`config.mk`:
```
export PLATFORM = sky130hd
export DESIGN_NAME = afe_tdm_mux
export DESIGN_NICKNAME = d
export VERILOG_FILES = /design/src/rtl/afe_tdm_mux.sv
export SDC_FILE = /design/constraint.sdc
export NUM_CORES = 1
export LEC_CHECK = 0
export ABC_CLOCK_PERIOD_IN_PS = 3450
export CAP_MARGIN = 20
export CORE_UTILIZATION = 55
export DETAILED_ROUTE_END_ITERATION = 10
export PLACE_DENSITY = 0.8
export SLEW_MARGIN = 10
export SYNTH_ARGS = -nofsm -noshare
export SYNTH_HDL_FRONTEND = slang
export SYNTH_SLANG_ARGS = --single-unit
```
`constraint.sdc`:
```
create_clock -name CLK -period 3.45 [get_ports CLK]
set_clock_uncertainty 0.05 [all_clocks]
set_input_delay 0.69 -clock CLK [delete_from_list [all_inputs] [get_ports CLK]]
set_output_delay 0.69 -clock CLK [all_outputs]
set_load 0.02 [all_outputs]
```
`src/rtl/afe_tdm_mux.sv`:
```
// Eight-slot TDM serialiser from the per-headstage SPI masters to the 10-bit PC bus.
// Optional test-pattern mode is compiled in with AFE_TDM_TESTPAT_EN.
module afe_tdm_mux #(
  parameter int unsigned   N_MOD     = 8,
  parameter int unsigned   DW        = 10,
  parameter int unsigned   SLOT_HALF = 5,
  parameter logic [5:0]    SYNC_CH   = 6'd2,
  parameter logic [DW-1:0] IDLE_WORD = DW'(512)
) (
  input  logic                CLK,
  input  logic                RST,
  input  logic                in_valid,
  input  logic [5:0]          in_ch,
  input  logic [N_MOD*DW-1:0] in_a,
  input  logic [N_MOD*DW-1:0] in_b,
`ifdef AFE_TDM_TESTPAT_EN
  input  logic                tp_en,
`endif
  input  logic                ovr_clr,
  output logic [DW-1:0]       out_a,
  output logic [DW-1:0]       out_b,
  output logic                out_clk,
  output logic [2:0]          out_slot,
  output logic                out_sync,
  output logic                busy,
  output logic                overrun
);

  localparam int unsigned CYC_N = 2 * SLOT_HALF;
  localparam int unsigned CYC_W = $clog2(CYC_N);

  typedef enum logic {S_IDLE, S_PLAY} state_t;

  state_t              state, nxt_state;
  logic [2:0]          slot, nxt_slot;
  logic [CYC_W-1:0]    cyc, nxt_cyc;

  logic [N_MOD*DW-1:0] sh_a, sh_b, pl_a, pl_b;
  logic [5:0]          sh_ch, pl_ch;
  logic                pending, nxt_pending, nxt_overrun;

  logic                last_cyc, last_slot, load;
  logic [N_MOD*DW-1:0] src_a, src_b;
  logic [5:0]          src_ch;
  logic [DW-1:0]       a_arr [N_MOD];
  logic [DW-1:0]       b_arr [N_MOD];

  logic [DW-1:0]       nxt_out_a, nxt_out_b;
  logic                nxt_out_clk, nxt_out_sync, nxt_busy;

  // Sequencer next state, bank hand-off and next registered outputs
  always_comb begin
    nxt_state    = state;
    nxt_slot     = slot;
    nxt_cyc      = cyc;
    nxt_out_a    = IDLE_WORD;
    nxt_out_b    = IDLE_WORD;
    nxt_out_clk  = 1'b0;
    nxt_out_sync = 1'b0;
    nxt_busy     = 1'b0;

    last_cyc  = (cyc == CYC_W'(CYC_N - 1));
    last_slot = (slot == 3'(N_MOD - 1));
    load      = pending && ((state == S_IDLE) || (last_cyc && last_slot));

    case (state)
      S_IDLE: begin
        if (load) begin
          nxt_state = S_PLAY;
          nxt_slot  = 3'd0;
          nxt_cyc   = '0;
        end
      end
      S_PLAY: begin
        if (last_cyc) begin
          nxt_cyc = '0;
          if (last_slot) begin
            nxt_slot  = 3'd0;
            nxt_state = load ? S_PLAY : S_IDLE;
          end else begin
            nxt_slot = slot + 3'd1;
          end
        end else begin
          nxt_cyc = cyc + CYC_W'(1);
        end
      end
      default: nxt_state = S_IDLE;
    endcase

    // A loading edge plays straight from the shadow bank
    src_a  = load ? sh_a  : pl_a;
    src_b  = load ? sh_b  : pl_b;
    src_ch = load ? sh_ch : pl_ch;
    for (int k = 0; k < int'(N_MOD); k++) begin
      a_arr[k] = src_a[k*DW +: DW];
      b_arr[k] = src_b[k*DW +: DW];
    end

    if (nxt_state == S_PLAY) begin
      nxt_out_a    = a_arr[nxt_slot];
      nxt_out_b    = b_arr[nxt_slot];
      nxt_out_clk  = (nxt_cyc < CYC_W'(SLOT_HALF));
      nxt_out_sync = (nxt_slot == 3'd0) && (src_ch == SYNC_CH);
      nxt_busy     = 1'b1;
`ifdef AFE_TDM_TESTPAT_EN
      if (tp_en) begin
        nxt_out_a = DW'({1'b0, nxt_slot, src_ch});
        nxt_out_b = DW'({1'b1, nxt_slot, src_ch});
      end
`endif
    end

    // Newest frame always wins; set beats clear on overrun
    nxt_pending = in_valid ? 1'b1 : (load ? 1'b0 : pending);
    if (in_valid && pending && !load)
      nxt_overrun = 1'b1;
    else if (ovr_clr)
      nxt_overrun = 1'b0;
    else
      nxt_overrun = overrun;
  end

  // State, banks and output registers
  always_ff @(posedge CLK) begin
    if (RST) begin
      state    <= S_IDLE;
      slot     <= 3'd0;
      cyc      <= '0;
      sh_a     <= '0;
      sh_b     <= '0;
      sh_ch    <= '0;
      pl_a     <= '0;
      pl_b     <= '0;
      pl_ch    <= '0;
      pending  <= 1'b0;
      overrun  <= 1'b0;
      out_a    <= IDLE_WORD;
      out_b    <= IDLE_WORD;
      out_clk  <= 1'b0;
      out_slot <= 3'd0;
      out_sync <= 1'b0;
      busy     <= 1'b0;
    end else begin
      state    <= nxt_state;
      slot     <= nxt_slot;
      cyc      <= nxt_cyc;
      pending  <= nxt_pending;
      overrun  <= nxt_overrun;
      if (in_valid) begin
        sh_a  <= in_a;
        sh_b  <= in_b;
        sh_ch <= in_ch;
      end
      if (load) begin
        pl_a  <= sh_a;
        pl_b  <= sh_b;
        pl_ch <= sh_ch;
      end
      out_a    <= nxt_out_a;
      out_b    <= nxt_out_b;
      out_clk  <= nxt_out_clk;
      out_slot <= nxt_slot;
      out_sync <= nxt_out_sync;
      busy     <= nxt_busy;
    end
  end

endmodule

```
# After elaboration in Yosys (flattened, before gate mapping)
# Index checks and enable logic that the tools add are counted.
# op_classes
addsub	2
magnitude_cmp	2
n_eq_ne	3
muxes	25
n_bitwise	3
n_reduce_logical	11
# ops
operator	count
$mux W80	2
$bmux W10 S3	2
$mux W10	4
$mux W3	3
$mux W1	8
$mux W4	2
$pmux W4 S2	1
$eq A6 B2 Y1 const B	1
$mux W6	1
$pmux W3 S2	1
$logic_and A1 B1 Y1	5
$add A4 B1 Y4 const B	1
$eq A4 B4 Y1 const B	1
$ge A4 B4 Y1 const B	1
$lt A4 B3 Y1 const B	1
$not A3 Y4	1
$reduce_bool A2 Y1	2
$add A3 B1 Y3 const B	1
$eq A3 B3 Y1 const B	1
$logic_not A3 Y1	1
$not A1 Y1	2
$pmux W1 S2	1
$reduce_or A2 Y1	1
$logic_not A1 Y1	1
$logic_or A1 B1 Y1	1
# word_totals
regBits	365
wordCells	62

# Longest topological paths before layout
# Gate-level depths: netlist of the first run.
# depth
ltp_word	10
mapped_depth	10
depth_no_buf	8

# Worst setup path before layout of the first run
# No wires, ideal clock.
# synth_timing
path_type	register -> register
startpoint	register slot[0]
endpoint	register out_a[8]
setup_ns	0.059
t_arrival_ns	2.142
required_ns	3.341
setup_slack_ns	1.199
stages_incl_launch_ff	10
period_less_slack_ns	2.251
cell_sequence	dfxtp_1 ha_1 ha_1 inv_1 or3_1 a21oi_2 buf_6 a221oi_1 o21ai_0 a22o_1
# synth_via
elab_chain_cells	10
word_cells_on_any_way	20
# synth_lines
element	line_no	source
from (decl)	35	logic [2:0] slot, nxt_slot;
from (signal assigned)	145	slot <= nxt_slot;
parallel branches: the longest is 10 deep, another holds $add A3 B1 Y3	--	
to (signal assigned)	159	out_a <= nxt_out_a;
to (decl)	20	output logic [DW-1:0] out_a,
# Several ways; the timed one is not identified. The select of a mux whose other input is x is not followed.
# A chain may end at the register's enable or synchronous reset.

# Final worst setup path of the first run
# layout_timing
startpoint	register cyc[0]
endpoint	register out_b[2]
# layout_via
elab_chain_cells	10
word_cells_on_any_way	18
# layout_lines
element	line_no	source
from (decl)	36	logic [CYC_W-1:0] cyc, nxt_cyc;
from (signal assigned)	146	cyc <= nxt_cyc;
$eq A4 B4 Y1 *	62	last_cyc = (cyc == CYC_W'(CYC_N - 1));
$logic_and A1 B1 Y1	64	load = pending && ((state == S_IDLE) || (last_cyc && last_slot));
$logic_or A1 B1 Y1	64	
$logic_and A1 B1 Y1	64	
$mux W3 / $mux W1 (equally long branches)	68, 79	
$pmux W3 S2 / $mux W1 (equally long branches)	66, 77	
$not A3 Y4 (not written as such) / $mux W1 (equally long branches)	101, 75	
$bmux W10 S3 / $pmux W1 S2 (equally long branches)	101, 66	
$mux W10 (not written as such) / $not A1 Y1 (equally long branches)	--	
$mux W10 (not written as such) / $reduce_or A2 Y1 (equally long branches)	--	
to (signal assigned)	160	out_b <= nxt_out_b;
to (decl)	21	output logic [DW-1:0] out_b,
# Every way passes the cells marked *; elsewhere a longest branch is shown, timed or not. The select of a mux whose other input is x is not followed.

==> metrics.txt, run 1 <==
# TYPE chip_impl_metric gauge
chip_impl_metric{name="remaining_antenna_violation_count_after_routing",unit=""} 0
chip_impl_metric{name="timing.critical_path.fanout_max",unit=""} 17
chip_impl_metric{name="antenna_violations_before_repair",unit=""} 0
chip_impl_info{name="timing.setup.critical_path_class",value="reg -> reg"} 1
chip_impl_info{name="route.top_layer_used",value="met4"} 1
chip_impl_metric{name="core_area",unit="mm2"} 0.0253
chip_impl_metric{name="cts_buffers",unit=""} 38
chip_impl_metric{name="dr_wl_met3",unit="um"} 3290
chip_impl_metric{name="cts-resized-gates",unit=""} 0
chip_impl_metric{name="period_minus_slack",unit="ns"} 3.00
chip_impl_metric{name="detailed_route_vias_per_instance",unit=""} 5.80
chip_impl_metric{name="yosys.cell_types.count",unit=""} 45
chip_impl_metric{name="layout_cell_share_with_drive_strength_beyond_1",unit="%"} 5.83
chip_impl_metric{name="critical_path_arrival",unit="ns"} 3.36
chip_impl_metric{name="synthMuxAreaShare",unit="%"} 13.5
chip_impl_metric{name="syn_area",unit="mm2"} 0.0143
chip_impl_metric{name="netlist_instances",unit=""} 1659
chip_impl_metric{name="die_width",unit="um"} 163
chip_impl_info{name="status",value="finished, final reports clean"} 1
chip_impl_metric{name="drt_pre_antenna_iters",unit=""} 6
chip_impl_metric{name="routed_wire_length_per_instance",unit="um"} 18.6
chip_impl_metric{name="final-max-slew-violation-count",unit=""} 0
chip_impl_info{name="r2r_start",value="cyc[0]"} 1
chip_impl_metric{name="dpl-instance-area",unit="mm2"} 0.0164
chip_impl_metric{name="synth-xor-area-share",unit="%"} 0
chip_impl_metric{name="whs_path_depth",unit=""} 2
chip_impl_metric{name="regToRegSetupSlack",unit="ns"} 0.45
chip_impl_metric{name="grt_first_pass_wirelength",unit="um"} 61200
chip_impl_metric{name="post_synth_fa_ha_maj_area_fraction",unit="%"} 0.175
chip_impl_metric{name="critPathMaxStageDelay",unit="ns"} 0.68
chip_impl_metric{name="clock_sink_count",unit=""} 364
chip_impl_metric{name="insertion_delay",unit="ns"} 0.52
chip_impl_metric{name="drc_errors",unit=""} 0
chip_impl_metric{name="synth.net_count",unit=""} 1831
chip_impl_metric{name="setup_viol",unit=""} 0
chip_impl_metric{name="count_of_cells_along_the_worst_register_to_register_path",unit=""} 6
chip_impl_metric{name="average_cell_area_after_synthesis",unit="um2"} 8.62
chip_impl_info{name="rsz_0062_raised_after_global_routing",value="false"} 1
chip_impl_metric{name="finalCoreUtilization",unit="%"} 69.8
chip_impl_metric{name="worst_ep_required_time",unit="ns"} 3.81
chip_impl_metric{name="nets",unit=""} 1959
chip_impl_metric{name="total_leakage_power",unit="uW"} 0.00695
chip_impl_metric{name="tightestPinTransition",unit="ns"} 1.04
chip_impl_metric{name="number_of_h_tree_branching_levels",unit=""} 2
chip_impl_info{name="most_frequent_standard_cell_in_the_layout_excluding_fill_and_tap_cells",value="nand2_1"} 1
chip_impl_metric{name="dr_wl_met2",unit="um"} 18500
chip_impl_metric{name="dp_slack",unit="ns"} 0.579
chip_impl_metric{name="clockBufferDepth",unit=""} 3
chip_impl_metric{name="grt_usage",unit="%"} 29.4
chip_impl_metric{name="grt_pass1_vias",unit=""} 11500
chip_impl_info{name="synth_top_family_by_area",value="simple AND/OR/NAND/NOR gates"} 1
chip_impl_metric{name="grt_max_degree",unit=""} 227
chip_impl_metric{name="dp_hpwl",unit="um"} 27100
chip_impl_metric{name="drt_iter0_markers",unit=""} 1200
chip_impl_info{name="main_area_contributors_after_synthesis",value="dfxtp_1 51%, mux2i_1 13%, nand2_1 11%"} 1
chip_impl_info{name="timing.hold.worst_endpoint",value="pl_b[42]"} 1
chip_impl_metric{name="hold_viol_final",unit=""} 0
chip_impl_metric{name="slew-limit-headroom",unit="%"} 30.7
chip_impl_info{name="hold_path_startpoint",value="RST"} 1
chip_impl_metric{name="route.final.wire_length",unit="um"} 39900
chip_impl_metric{name="numPortBuffers",unit=""} 196
chip_impl_metric{name="globalRouteOverflowTotal",unit=""} 0
chip_impl_info{name="cpMaxStageDelayCell",value="nand2b_1"} 1
chip_impl_metric{name="synth_async_sr_flop_share",unit="%"} 0
chip_impl_info{name="synth.largest_area_cell",value="dfxtp_1"} 1
chip_impl_metric{name="share_of_the_synthesized_area_in_compound_gates_ao_oa_aoi_oai",unit="%"} 14.3
chip_impl_metric{name="synth_simple_gate_area_share",unit="%"} 16.9
chip_impl_metric{name="floorplan.initialDensity",unit="%"} 56.5
chip_impl_metric{name="pin_count",unit=""} 197
chip_impl_info{name="worstReg2RegEnd",value="out_b[2]"} 1
chip_impl_info{name="crit_chain",value="nand4bb_1 > mux2_2 > nand3_1 > nand2b_1 > a21oi_1 > a211o_1"} 1
chip_impl_metric{name="synth_enable_flop_cells",unit=""} 0
chip_impl_metric{name="cts.hold.buffers_added",unit=""} 0
chip_impl_info{name="critPathLaunchType",value="register"} 1
chip_impl_metric{name="n_antenna_cell",unit=""} 0
chip_impl_metric{name="period_share",unit="%"} 87.0
chip_impl_info{name="clock_tree_from_tritoncts",value="built"} 1
chip_impl_metric{name="routed-via-count",unit=""} 12400
chip_impl_info{name="mostFrequentLayoutCells",value="412 x nand2_1, 364 x dfxtp_1, 227 x a21oi_1"} 1
chip_impl_metric{name="number_of_max_cap_violations",unit=""} 0
chip_impl_metric{name="post-layout-total-power",unit="uW"} 9430
chip_impl_metric{name="num_rows",unit=""} 58
chip_impl_metric{name="synth-seq-cells",unit=""} 364
chip_impl_info{name="hold_path_class",value="in -> reg"} 1
chip_impl_metric{name="pwr_density_cell",unit="mW/mm2"} 533
chip_impl_metric{name="setup_tns",unit="ns"} 0
chip_impl_metric{name="die_area",unit="mm2"} 0.0267
chip_impl_metric{name="max_freq",unit="GHz"} 0.333
chip_impl_metric{name="vdd_ir_drop_max",unit="uV"} 453
chip_impl_metric{name="post_cts.repair.setup_buffers",unit=""} 0
chip_impl_metric{name="layout_setup_ws",unit="ns"} 0.448
chip_impl_metric{name="place_congestion",unit=""} 0.916
chip_impl_info{name="cts_root_buf",value="clkbuf_16"} 1
chip_impl_metric{name="ys_seq_area_share",unit="%"} 51.0
chip_impl_metric{name="layout.filler_cells",unit=""} 1966
chip_impl_metric{name="clock_pin_slew_on_the_worst_setup_and_hold_paths",unit="ns"} 0.06
chip_impl_info{name="worstSetupEndpointType",value="register"} 1
chip_impl_metric{name="yosys_warnings",unit=""} 0
chip_impl_info{name="ys.flop_type",value="dfxtp_1"} 1
chip_impl_metric{name="die_height",unit="um"} 163
chip_impl_metric{name="final_cell_area",unit="mm2"} 0.0177
chip_impl_metric{name="wl_met1",unit="um"} 16600
chip_impl_metric{name="area_growth_syn_to_layout",unit="%"} 23.6
chip_impl_metric{name="synthDominantCellAreaShare",unit="%"} 51.0
## stage by stage
step / instances / hold WS (ns)
detailed placement: 2077 / 0.393
global placement: 2077 / 0.390
global route: 2147 / 0.373
finish: 2147 / 0.380
floorplan: 1659 / 0.381
CTS: 2147 / 0.365
## where the power goes
part,internal (uW),switching [uW],total [uW]
combinational,381,402,783
clock,2480,1650,4140
sequential,4380,131,4510
## worst max-delay path: cells and delay by family, from the launching register on
kind,cells,cell delay (ns)
simple gates,3,1.43
mux,1,0.48
flops,1,0.46
compound gates,2,0.44
## flip-flops by register name (all words and copies together), names as in the netlist
name and count:
out_a 10, out_clk 1, cyc 4, busy 1, slot 3, out_sync 1, sh_ch 6, sh_b 80
sh_a 80, pending 1, out_b 10, pl_a 80, overrun 1, pl_ch 6, pl_b 80
## layout make-up
| cell class | count | area (um2) | area share [%] |
|---|---|---|---|
| Clock buffer | 59 | 1200 | 6.81 |
| Timing Repair Buffer | 216 | 2230 | 12.6 |
| Inverter | 5 | 18.8 | 0.106 |
| Clock inverter | 11 | 92.6 | 0.524 |
| Sequential cell | 364 | 7290 | 41.2 |
| Multi-Input combinational cell | 1162 | 6430 | 36.4 |
| Tap cell | 330 | 413 | 2.34 |
## worst max-delay path by stage
| stage | start | slack [ns] | cells past startpoint | end |
|---|---|---|---|---|
| 2_1_floorplan | slot[0] | 1.20 | 9 | out_a[8] |
| 3_3_place_gp | cyc[1] | 0.69 | 6 | out_a[0] |
| 3_5_place_dp | cyc[1] | 0.58 | 6 | out_b[2] |
| 4_1_cts | cyc[0] | 0.54 | 6 | out_b[2] |
| 5_1_grt | cyc[0] | 0.31 | 6 | out_b[9] |
| 6_report | cyc[0] | 0.45 | 6 | out_b[2] |
## routing by layer
metal | track usage (%) | vias up
li1 | - | 5870
met5 | 0 | -
met2 | 47.1 | 576
met3 | 5.13 | 107
met1 | 38.7 | 5891
met4 | 13.1 | 0
## cell usage after synthesis, drive strengths merged (2+ instances only)
library cell	n
nor2	177
o22a	2
clkbuf	58
inv	5
nand3	6
nor4	4
mux2i	188
and2	2
a31o	2
a22oi	2
nand2b	3
dfxtp	364
nor3	2
mux2	4
or3	4
nand4	2
a31oi	22
a211oi	4
a21oi	231
nand2	412
o21a	18
a211o	17
o211ai	4
buf	70
a221oi	19
a22o	2
ha	2
o21ai	25
## cell families after synthesis
kind of cell | count (synthesis)
adder cells (fa/ha/maj) | 2
AND/OR/NAND/NOR | 618
flip-flops | 364
AO/OA/AOI/OAI | 350
buffers and inverters | 133
multiplexers | 192
No activity file was read; power rests on OpenSTA's default activity.
==> run 2: changes to the inputs <==
ABC_CLOCK_PERIOD_IN_PS = 3000   (was 3450)
clock period = 3 ns   (was 3.45 ns; I/O delays follow)
==> metrics.txt, run 2 (same netlist as run 1, synthesis figures left out) <==
# TYPE chip_impl_metric gauge
chip_impl_metric{name="crit_cells",unit=""} 11
chip_impl_metric{name="slew-limit-headroom",unit="%"} 32.7
chip_impl_metric{name="grt_pass1_vias",unit=""} 11300
chip_impl_metric{name="dpl-instance-area",unit="mm2"} 0.0165
chip_impl_metric{name="route.final.wire_length",unit="um"} 39100
chip_impl_metric{name="drc_errors",unit=""} 0
chip_impl_metric{name="place_congestion",unit=""} 0.880
chip_impl_info{name="cts_root_buf",value="clkbuf_16"} 1
chip_impl_metric{name="period_minus_slack",unit="ns"} 2.70
chip_impl_metric{name="critical_path_arrival",unit="ns"} 3.10
chip_impl_metric{name="num_rows",unit=""} 58
chip_impl_metric{name="number_of_h_tree_branching_levels",unit=""} 2
chip_impl_metric{name="pin_count",unit=""} 197
chip_impl_metric{name="die_area",unit="mm2"} 0.0267
chip_impl_info{name="clock_tree_from_tritoncts",value="built"} 1
chip_impl_info{name="cpMaxStageDelayCell",value="dfxtp_1"} 1
chip_impl_metric{name="n_antenna_cell",unit=""} 0
chip_impl_metric{name="grt_usage",unit="%"} 29.0
chip_impl_metric{name="setup_tns",unit="ns"} 0
chip_impl_metric{name="timing.critical_path.fanout_max",unit=""} 55
chip_impl_info{name="critPathLaunchType",value="register"} 1
chip_impl_info{name="status",value="finished, final reports clean"} 1
chip_impl_metric{name="numPortBuffers",unit=""} 196
chip_impl_metric{name="grt_max_degree",unit=""} 199
chip_impl_metric{name="number_of_max_cap_violations",unit=""} 0
chip_impl_metric{name="area_growth_syn_to_layout",unit="%"} 23.8
chip_impl_info{name="most_frequent_standard_cell_in_the_layout_excluding_fill_and_tap_cells",value="nand2_1"} 1
chip_impl_info{name="mostFrequentLayoutCells",value="412 x nand2_1, 364 x dfxtp_1, 227 x a21oi_1"} 1
chip_impl_metric{name="period_share",unit="%"} 89.8
chip_impl_metric{name="final-max-slew-violation-count",unit=""} 0
chip_impl_info{name="r2r_start",value="slot[0]"} 1
chip_impl_metric{name="critPathMaxStageDelay",unit="ns"} 0.42
chip_impl_metric{name="cts_buffers",unit=""} 37
chip_impl_info{name="timing.setup.critical_path_class",value="reg -> reg"} 1
chip_impl_metric{name="grt_first_pass_wirelength",unit="um"} 60400
chip_impl_metric{name="remaining_antenna_violation_count_after_routing",unit=""} 0
chip_impl_metric{name="hold_viol_final",unit=""} 0
chip_impl_metric{name="drt_iter0_markers",unit=""} 1350
chip_impl_info{name="cp_top_family",value="compound AO/OA/AOI/OAI gates"} 1
chip_impl_metric{name="cts.hold.buffers_added",unit=""} 0
chip_impl_metric{name="nets",unit=""} 1974
chip_impl_metric{name="layout_cell_share_with_drive_strength_beyond_1",unit="%"} 6.30
chip_impl_metric{name="max_freq",unit="GHz"} 0.371
chip_impl_metric{name="pwr_density_cell",unit="mW/mm2"} 596
chip_impl_metric{name="layout.filler_cells",unit=""} 1948
chip_impl_info{name="rsz_0062_raised_after_global_routing",value="false"} 1
chip_impl_metric{name="dp_hpwl",unit="um"} 26900
chip_impl_metric{name="post_cts.repair.setup_buffers",unit=""} 0
chip_impl_info{name="worstSetupEndpointType",value="register"} 1
chip_impl_info{name="setup.worst_path.start",value="slot[0]"} 1
chip_impl_metric{name="floorplan.initialDensity",unit="%"} 56.5
chip_impl_metric{name="worstPathBufferInverterCount",unit=""} 3
chip_impl_metric{name="fin_worst_hold_slack",unit="ns"} 0.261
chip_impl_metric{name="placed_cells_incl_taps",unit=""} 2093
chip_impl_metric{name="insertion_delay",unit="ns"} 0.52
chip_impl_info{name="cp-endpoint",value="out_b[2]"} 1
chip_impl_info{name="worstReg2RegEnd",value="out_b[2]"} 1
chip_impl_metric{name="setup_viol",unit=""} 0
chip_impl_metric{name="vdd_ir_drop_max",unit="uV"} 672
chip_impl_metric{name="die_width",unit="um"} 163
chip_impl_metric{name="drt_pre_antenna_iters",unit=""} 5
chip_impl_metric{name="cts-resized-gates",unit=""} 0
chip_impl_metric{name="worst_ep_required_time",unit="ns"} 3.41
chip_impl_metric{name="routed-via-count",unit=""} 12300
chip_impl_metric{name="clockBufferDepth",unit=""} 3
chip_impl_metric{name="clock_pin_slew_on_the_worst_setup_and_hold_paths",unit="ns"} 0.06
chip_impl_info{name="crit_chain",value="ha_1 > ha_1 > buf_4 > nand2_1 > o21ai_4 > buf_12 > buf_4 > nand2_1 > a21oi_1 > o21a_1 > a211o_1"} 1
chip_impl_metric{name="count_of_cells_along_the_worst_register_to_register_path",unit=""} 11
chip_impl_metric{name="routed_wire_length_per_instance",unit="um"} 18.1
chip_impl_info{name="hold_path_class",value="in -> reg"} 1
chip_impl_metric{name="clock_sink_count",unit=""} 364
chip_impl_metric{name="globalRouteOverflowTotal",unit=""} 0
chip_impl_metric{name="core_area",unit="mm2"} 0.0253
chip_impl_metric{name="antenna_violations_before_repair",unit=""} 0
chip_impl_metric{name="final_cell_area",unit="mm2"} 0.0177
chip_impl_metric{name="total_leakage_power",unit="uW"} 0.00699
chip_impl_metric{name="cell_count_final_fillers_out",unit=""} 2156
chip_impl_metric{name="tightestPinTransition",unit="ns"} 1.01
chip_impl_metric{name="regToRegSetupSlack",unit="ns"} 0.30
chip_impl_metric{name="die_height",unit="um"} 163
chip_impl_metric{name="detailed_route_vias_per_instance",unit=""} 5.70
run 2: cell types whose count changed in the layout (fill, tap and decap cells not counted):
cell | before | now
buf_4 | 11 | 25
clkbuf_8 | 11 | 6
buf_12 | 9 | 11
clkbuf_16 | 41 | 39
clkinv_2 | 6 | 8
clkinv_4 | 2 | 0
clkinvlp_4 | 2 | 1
inv_6 | 0 | 1
run 2: final cells by class:
class	instances	area, um2	share of cell area (%)
multi-input cells	1162	6430	36.3
clock inverters	11	86.3	0.488
well taps	330	413	2.33
repair buffers	232	2380	13.4
clock buffers	52	1080	6.13
inverters	5	18.8	0.106
flip-flops and latches	364	7290	41.2
run 2: report_power, final:
part           internal [uW]  leakage [uW]  switching (uW)  total [uW]
combinational            450       0.00343             472         922
clock                   2600      0.000582            1840        4440
sequential              5040       0.00297             148        5180
total                   8090       0.00699            2460       10500
run 2: worst min-delay path by stage:
stage,startpoint,to,cells past startpoint
after floorplan,sh_a[19],pl_a[19],2
after global placement,pl_ch[1],pl_ch[1],2
after detailed placement,pl_ch[1],pl_ch[1],2
after CTS,RST,pl_a[16],2
after global routing,RST,pl_a[79],2
final,RST,pl_a[16],2
run 2: layer usage:
| metal | share of wire, % | GRT usage [%] |
|---|---|---|
| met1 | 41 | 38.3 |
| met2 | 46 | 45.1 |
| met3 | 8.5 | 5.76 |
| met4 | 4.7 | 14.2 |
| met5 | 0 | 0 |
run 2: per-stage QoR:
step / power, uW / utilization [%] / setup WS (ns)
after global routing: 10900 / 69.9 / 0.169
final: 10500 / 69.9 / 0.305
after floorplan: 5750 / - / 0.749
after CTS: 10600 / 69.9 / 0.394
after global placement: 6170 / 65.3 / 0.453
after detailed placement: 6200 / 65.3 / 0.408
